<file path="config.mk">
export PLATFORM = sky130hd
export DESIGN_NAME = mem_port_arbiter_flat
export DESIGN_NICKNAME = d
export VERILOG_FILES = /design/src/rtl/mem_port_arbiter_if.sv /design/src/rtl/mem_port_arbiter.sv /design/src/flat_wrapper.sv
export SDC_FILE = /design/constraint.sdc
export NUM_CORES = 1
export LEC_CHECK = 0
export CAP_MARGIN = 20
export CELL_PAD_IN_SITES_DETAIL_PLACEMENT = 1
export CELL_PAD_IN_SITES_GLOBAL_PLACEMENT = 2
export CORE_AREA = 2 2 291 293
export CTS_CLUSTER_SIZE = 16
export DETAILED_ROUTE_END_ITERATION = 10
export DIE_AREA = 0 0 293 295
export GPL_TIMING_DRIVEN = 0
export PLACE_DENSITY = 0.68
export SLEW_MARGIN = 20
export SYNTH_ARGS = -nofsm -noshare
export SYNTH_HDL_FRONTEND = slang
export SYNTH_SLANG_ARGS = --single-unit
</file>
<file path="constraint.sdc">
create_clock -name clk -period 10.5 [get_ports clk]
set_clock_uncertainty 0.1 [all_clocks]
set_input_delay 1.05 -clock clk [delete_from_list [all_inputs] [get_ports clk]]
set_output_delay 1.05 -clock clk [all_outputs]
set_load 0.01 [all_outputs]
</file>
<file path="src/rtl/mem_port_arbiter_if.sv">
// Purpose: bundles the i-cache, d-cache and main-memory block-port signals
//          seen by mem_port_arbiter, plus the conflict counter output.
// Ports:   slave  = arbiter view (takes cache requests, drives the memory)
//          master = environment view (caches + memory model)
interface mem_port_arbiter_if #(
  parameter int ADDR_W = 28,
  parameter int DATA_W = 128,
  parameter int CNT_W  = 16
);
  // i-cache refill side
  logic              i_read;
  logic [ADDR_W-1:0] i_address;
  logic [DATA_W-1:0] i_readdata;
  logic              i_busywait;

  // d-cache refill / write-back side
  logic              d_read;
  logic              d_write;
  logic [ADDR_W-1:0] d_address;
  logic [DATA_W-1:0] d_writedata;
  logic [DATA_W-1:0] d_readdata;
  logic              d_busywait;

  // backing memory block port
  logic              mem_read;
  logic              mem_write;
  logic [ADDR_W-1:0] mem_address;
  logic [DATA_W-1:0] mem_writedata;
  logic [DATA_W-1:0] mem_readdata;
  logic              mem_busywait;

  // arbitration statistics
  logic [CNT_W-1:0]  conflict_count;

  modport slave (
    input  i_read, i_address,
    output i_readdata, i_busywait,
    input  d_read, d_write, d_address, d_writedata,
    output d_readdata, d_busywait,
    output mem_read, mem_write, mem_address, mem_writedata,
    input  mem_readdata, mem_busywait,
    output conflict_count
  );

  modport master (
    output i_read, i_address,
    input  i_readdata, i_busywait,
    output d_read, d_write, d_address, d_writedata,
    input  d_readdata, d_busywait,
    input  mem_read, mem_write, mem_address, mem_writedata,
    output mem_readdata, mem_busywait,
    input  conflict_count
  );
endinterface

</file>
<file path="src/rtl/mem_port_arbiter.sv">
// Purpose: shares one main-memory block port between i-cache and d-cache,
//          round-robin on simultaneous requests, one access in flight.
// Latency: request seen in IDLE -> 2+ cycles ACCESS -> 1 cycle RELEASE
//          (busywait low 3 cycles after the request with a zero-wait memory).
// Backpressure: busywait protocol; a requester holds its request while its
//          busywait is high, the non-owner stays stalled for the whole access.
// Ports:   clk, reset (async, active-high), bus (mem_port_arbiter_if.slave)
module mem_port_arbiter #(
  parameter int ADDR_W = 28,
  parameter int DATA_W = 128,
  parameter int CNT_W  = 16
) (
  input  logic                clk,
  input  logic                reset,
  mem_port_arbiter_if.slave   bus
);

  typedef enum logic [1:0] {
    ST_IDLE     = 2'd0,
    ST_I_ACCESS = 2'd1,
    ST_D_ACCESS = 2'd2,
    ST_RELEASE  = 2'd3
  } state_t;

  localparam logic [CNT_W-1:0] CNT_MAX = {CNT_W{1'b1}};
  localparam logic [CNT_W-1:0] CNT_ONE = {{(CNT_W-1){1'b0}}, 1'b1};

  state_t            state_q, state_d;
  logic              grant_q, grant_d;           // current owner, 1 = D
  logic              last_grant_q, last_grant_d; // previous owner, 1 = D
  logic              started_q, started_d;       // first ACCESS edge seen
  logic [DATA_W-1:0] i_rdata_q, i_rdata_d;
  logic [DATA_W-1:0] d_rdata_q, d_rdata_d;
  logic [CNT_W-1:0]  conflict_q, conflict_d;

  logic              i_pend;
  logic              d_pend;
  logic              pick_d;

  assign i_pend = bus.i_read;
  assign d_pend = bus.d_read || bus.d_write;

  // ---------------------------------------------------------------------
  // State register
  // ---------------------------------------------------------------------
  always_ff @(posedge clk or posedge reset) begin
    if (reset) begin
      state_q      <= ST_IDLE;
      grant_q      <= 1'b0;
      last_grant_q <= 1'b0;
      started_q    <= 1'b0;
      i_rdata_q    <= '0;
      d_rdata_q    <= '0;
      conflict_q   <= '0;
    end else begin
      state_q      <= state_d;
      grant_q      <= grant_d;
      last_grant_q <= last_grant_d;
      started_q    <= started_d;
      i_rdata_q    <= i_rdata_d;
      d_rdata_q    <= d_rdata_d;
      conflict_q   <= conflict_d;
    end
  end

  // ---------------------------------------------------------------------
  // Next-state and memory-port outputs
  // ---------------------------------------------------------------------
  always_comb begin
    state_d       = state_q;
    grant_d       = grant_q;
    last_grant_d  = last_grant_q;
    started_d     = started_q;
    i_rdata_d     = i_rdata_q;
    d_rdata_d     = d_rdata_q;
    conflict_d    = conflict_q;
    pick_d        = 1'b0;

    bus.mem_read      = 1'b0;
    bus.mem_write     = 1'b0;
    bus.mem_address   = '0;
    bus.mem_writedata = '0;

    unique case (state_q)
      ST_IDLE: begin
        if (i_pend && d_pend && (conflict_q != CNT_MAX)) begin
          conflict_d = conflict_q + CNT_ONE;
        end
        if (i_pend || d_pend) begin
          // With both pending, the side that did not win last time goes.
          pick_d       = d_pend && (!i_pend || !last_grant_q);
          grant_d      = pick_d;
          last_grant_d = pick_d;
          started_d    = 1'b0;
          state_d      = pick_d ? ST_D_ACCESS : ST_I_ACCESS;
        end
      end

      ST_I_ACCESS: begin
        // Strobes follow the live request so a withdrawn request drops them.
        bus.mem_read    = bus.i_read;
        bus.mem_address = bus.i_address;
        started_d       = 1'b1;
        // started_q masks a stale busywait-low on the first cycle.
        if (started_q && !bus.mem_busywait) begin
          if (bus.i_read) begin
            i_rdata_d = bus.mem_readdata;
          end
          started_d = 1'b0;
          state_d   = ST_RELEASE;
        end
      end

      ST_D_ACCESS: begin
        bus.mem_read      = bus.d_read;
        bus.mem_write     = bus.d_write;
        bus.mem_address   = bus.d_address;
        bus.mem_writedata = bus.d_writedata;
        started_d         = 1'b1;
        if (started_q && !bus.mem_busywait) begin
          if (bus.d_read) begin
            d_rdata_d = bus.mem_readdata;
          end
          started_d = 1'b0;
          state_d   = ST_RELEASE;
        end
      end

      ST_RELEASE: begin
        // No back-to-back grant: a fresh arbitration always happens in IDLE.
        state_d = ST_IDLE;
      end

      default: begin
        state_d = ST_IDLE;
      end
    endcase
  end

  // ---------------------------------------------------------------------
  // Cache-side outputs
  // ---------------------------------------------------------------------
  // Busywait drops only for the owner, only during RELEASE.
  assign bus.i_busywait = i_pend && !((state_q == ST_RELEASE) && !grant_q);
  assign bus.d_busywait = d_pend && !((state_q == ST_RELEASE) &&  grant_q);

  assign bus.i_readdata     = i_rdata_q;
  assign bus.d_readdata     = d_rdata_q;
  assign bus.conflict_count = conflict_q;

endmodule

</file>
<file path="src/flat_wrapper.sv">
// flat-port wrapper written by rule: the top's interface ports become plain ports
module mem_port_arbiter_flat 
#(
  parameter int ADDR_W = 28,
  parameter int DATA_W = 128,
  parameter int CNT_W  = 16
)
  (clk, reset, bus_i_read, bus_i_address, bus_i_readdata, bus_i_busywait, bus_d_read, bus_d_write, bus_d_address, bus_d_writedata, bus_d_readdata, bus_d_busywait, bus_mem_read, bus_mem_write, bus_mem_address, bus_mem_writedata, bus_mem_readdata, bus_mem_busywait, bus_conflict_count);
  mem_port_arbiter_if #(.ADDR_W(ADDR_W), .DATA_W(DATA_W), .CNT_W(CNT_W)) bus_i ();
  input  logic clk;
  input  logic reset;
  input wire logic [$bits(bus_i.i_read)-1:0] bus_i_read;
  input wire logic [$bits(bus_i.i_address)-1:0] bus_i_address;
  output wire logic [$bits(bus_i.i_readdata)-1:0] bus_i_readdata;
  output wire logic [$bits(bus_i.i_busywait)-1:0] bus_i_busywait;
  input wire logic [$bits(bus_i.d_read)-1:0] bus_d_read;
  input wire logic [$bits(bus_i.d_write)-1:0] bus_d_write;
  input wire logic [$bits(bus_i.d_address)-1:0] bus_d_address;
  input wire logic [$bits(bus_i.d_writedata)-1:0] bus_d_writedata;
  output wire logic [$bits(bus_i.d_readdata)-1:0] bus_d_readdata;
  output wire logic [$bits(bus_i.d_busywait)-1:0] bus_d_busywait;
  output wire logic [$bits(bus_i.mem_read)-1:0] bus_mem_read;
  output wire logic [$bits(bus_i.mem_write)-1:0] bus_mem_write;
  output wire logic [$bits(bus_i.mem_address)-1:0] bus_mem_address;
  output wire logic [$bits(bus_i.mem_writedata)-1:0] bus_mem_writedata;
  input wire logic [$bits(bus_i.mem_readdata)-1:0] bus_mem_readdata;
  input wire logic [$bits(bus_i.mem_busywait)-1:0] bus_mem_busywait;
  output wire logic [$bits(bus_i.conflict_count)-1:0] bus_conflict_count;
  assign bus_i.i_read = bus_i_read;
  assign bus_i.i_address = bus_i_address;
  assign bus_i_readdata = bus_i.i_readdata;
  assign bus_i_busywait = bus_i.i_busywait;
  assign bus_i.d_read = bus_d_read;
  assign bus_i.d_write = bus_d_write;
  assign bus_i.d_address = bus_d_address;
  assign bus_i.d_writedata = bus_d_writedata;
  assign bus_d_readdata = bus_i.d_readdata;
  assign bus_d_busywait = bus_i.d_busywait;
  assign bus_mem_read = bus_i.mem_read;
  assign bus_mem_write = bus_i.mem_write;
  assign bus_mem_address = bus_i.mem_address;
  assign bus_mem_writedata = bus_i.mem_writedata;
  assign bus_i.mem_readdata = bus_mem_readdata;
  assign bus_i.mem_busywait = bus_mem_busywait;
  assign bus_conflict_count = bus_i.conflict_count;
  mem_port_arbiter #(.ADDR_W(ADDR_W), .DATA_W(DATA_W), .CNT_W(CNT_W)) u_core (.clk(clk), .reset(reset), .bus(bus_i));
endmodule
</file>
==> results.json <==
{
  "outcome": "finished clean",
  "layout_worst_path_cycle_share_pct": 44.05,
  "regToRegSetupSlack_ns": 8.27,
  "yosysSeqAreaShare_pct": 57.54,
  "first_iter_violations": 307,
  "cts_tree": "yes",
  "syn-num-nets": 1183,
  "synthArstFlopShare_pct": 100.0,
  "slew-limit-headroom_pct": 48.56,
  "routed_wl_um": 70380,
  "io_buffers": 749,
  "firstDrtPassIters": 4,
  "h-tree-depth": 1,
  "grt_max_degree": 101,
  "path_class": "reg2out",
  "antenna_found_initial": 10,
  "area_delta_synth_final_pct": 83.69,
  "initial_core_util_pct": 14.43,
  "ys_ff_latch": 276,
  "pwr_density_cell_nw_per_um2": 284.4,
  "power.total_uw": 6270,
  "synth-edff-count": 0,
  "wl_per_cell_um": 25.58,
  "setup_ws_ns": 5.875,
  "cp.required_ns": 9.35,
  "synthTopCellsByCount": "dfrtp_1 (276), mux2_2 (258), and2_1 (129), nor2b_1 (30), a22oi_1 (29)",
  "dp_hpwl_um": 60460,
  "fmax_mhz": 216.2,
  "gp_congestion": 0.9131,
  "synth_area_um2": 12000,
  "cts_setup_buffers": 0,
  "slew_viol_final": 0,
  "yosysMostFrequentCell": "dfrtp_1",
  "dp_slack_ns": 6.431,
  "finalHoldViolCount": 0,
  "fp.coreArea_um2": 83160,
  "synth_cell_type_count": 41,
  "cts_resized": 0,
  "fill_cells": 9183,
  "grt_pass1_wl_um": 94220,
  "avgSynthCellArea_um2": 13.96,
  "clockBufferDepth": 3,
  "synth_flop_cell": "dfrtp_1",
  "vias_per_cell": 3.785,
  "rsz0062_at_grt": "false",
  "cts_sinks": 276,
  "min_path_type": "reg2reg",
  "overflow": 0,
  "synthDominantCellAreaShare_pct": 57.54,
  "arrival_ns": 3.47,
  "fin_crit_ns": 4.625,
  "ioPinCount": 750,
  "die_area_um2": 86440,
  "cts_buffers": 31,
  "syn_inst": 860,
  "nets": 1967,
  "ys.warnings.count": 0,
  "grt_usage_pct": 15.53,
  "path_clk_slew_ns": 0.06,
  "drcViolationCount": 0,
  "critPathLaunchType": "flip-flop",
  "worst_pin_slew_ns": 0.7717,
  "ctsHoldBuffers": 0,
  "ys_top_cells_by_area": "dfrtp_1 (58%), mux2_2 (24%), and2_1 (6.7%)",
  "finalSetupViolCount": 0,
  "drive_above_1_share_pct": 21.15,
  "grt_pass1_vias": 11810,
  "row_count": 106,
  "cp-end-kind": "output port",
  "dr_total_vias": 10413,
  "synth_top_area_cell": "dfrtp_1",
  "ant_nets": 0,
  "dieWidth_um": 293,
  "power_leakage_uw": 0.008942,
  "clkLatencyLatePin_ns": 0.58,
  "cap_viol_max_count": 0,
  "fp.dieH_um": 295,
  "holdWs_ns": 0.3986,
  "clock-root-buffer": "clkbuf_16",
  "cp_max_fo": 10,
  "ir_worst_vdd_v": 0.0001254
}
[per-layer routing]
metal  part of all wire [%]  wire [um]  track usage, %  up-vias
met4                    4.9       3474           6.954        6
li1                       -          -               -     4568
met1                     31      21890           13.77     5209
met5                  0.054         38               0        -
met2                     56      39070           31.23      538
met3                    8.4       5912           5.195       92
[worst max-delay path, cell delays in order, from the launching register on]
cell,delay (ns)
dfrtp_1,0.42
inv_1,0.10
ha_1,0.14
clkbuf_1,0.22
clkbuf_1,0.62
clkbuf_1,0.38
and2_1,0.22
clkdlybuf4s50_1,0.78
[state kept, by name, summed over array words and instances, names as in the netlist]
register                   flops
u_core.bus.d_readdata        128
u_core.bus.i_readdata        128
u_core.state_q                 2
u_core.started_q               1
u_core.grant_q                 1
u_core.bus.conflict_count     16
[cell usage in the layout, fill, tap and decap left out, drive strengths merged, types with 2 or more instances in the layout]
cell | synthesis | routed
diode | 0 | 2
buf | 29 | 31
nand2 | 6 | 6
o21ai | 3 | 3
clkinvlp | 0 | 3
dfrtp | 276 | 276
nor2 | 7 | 7
nand4 | 5 | 5
a21boi | 2 | 2
and2 | 129 | 129
ha | 5 | 5
nor3 | 7 | 7
nor4 | 4 | 4
xor2 | 10 | 10
clkbuf | 23 | 64
a21oi | 7 | 7
inv | 7 | 10
xnor2 | 2 | 2
nor2b | 30 | 30
and3 | 3 | 3
clkinv | 0 | 6
bufinv | 0 | 5
clkdlybuf4s50 | 0 | 749
a22oi | 29 | 29
mux2 | 258 | 258
nand3 | 6 | 6
[per-stage QoR]
step                cells  cell area [um2]  util [%]  setup TNS [ns]
floorplan             860            12000         -               0
global placement     2689            20850     25.07         -561.21
detailed placement   2691            20910     25.15               0
CTS                  2749            22040     26.51               0
global route         2751            22050     26.51               0
finish               2751            22050     26.51               0
[kinds of logic (layout without fill, tap and decap cells)]
group	count (synthesis)	after routing	synth area share (%)
XOR/XNOR	12	12	0.8756
AND/OR/NAND/NOR	201	201	10.38
flip-flops	276	276	57.54
AO/OA/AOI/OAI	49	49	3.127
adder cells (fa/ha/maj)	5	5	0.5212
multiplexers	258	258	24.21
buffers and inverters	59	868	3.346
other	0	2	0
[cell type report]
cell class / instances / area (um2) / share of cell area, %
Timing Repair Buffer: 751 / 7552 / 34.25
Sequential cell: 276 / 6907 / 31.33
Multi-Input combinational cell: 525 / 4695 / 21.29
Tap cell: 1080 / 1351 / 6.129
Clock buffer: 41 / 883.3 / 4.007
Buffer: 52 / 375.4 / 1.703
Clock inverter: 17 / 245.2 / 1.112
Inverter: 7 / 33.78 / 0.1532
Antenna cell: 2 / 5.005 / 0.02270
[final timing paths]
kind,startpoint,endpoint,cells past startpoint
max in group asynchronous,reset,u_core.bus.conflict_count[10],3
max,u_core.state_q[0],bus_mem_writedata[98],7
min reg2reg,u_core.bus.conflict_count[15],u_core.bus.conflict_count[15],1
min in group asynchronous,reset,u_core.bus.d_readdata[30],2
min,u_core.bus.conflict_count[15],u_core.bus.conflict_count[15],1
max reg2reg,u_core.state_q[0],u_core.bus.d_readdata[119],7
[power by group]
part | internal, uW | leakage [uW] | total [uW] | switching, uW
registers | 1570 | 0.00338 | 1860 | 295
logic | 1810 | 0.00501 | 3220 | 1410
clock network | 718 | 0.000552 | 1190 | 473
No activity file was read; power rests on OpenSTA's default activity.
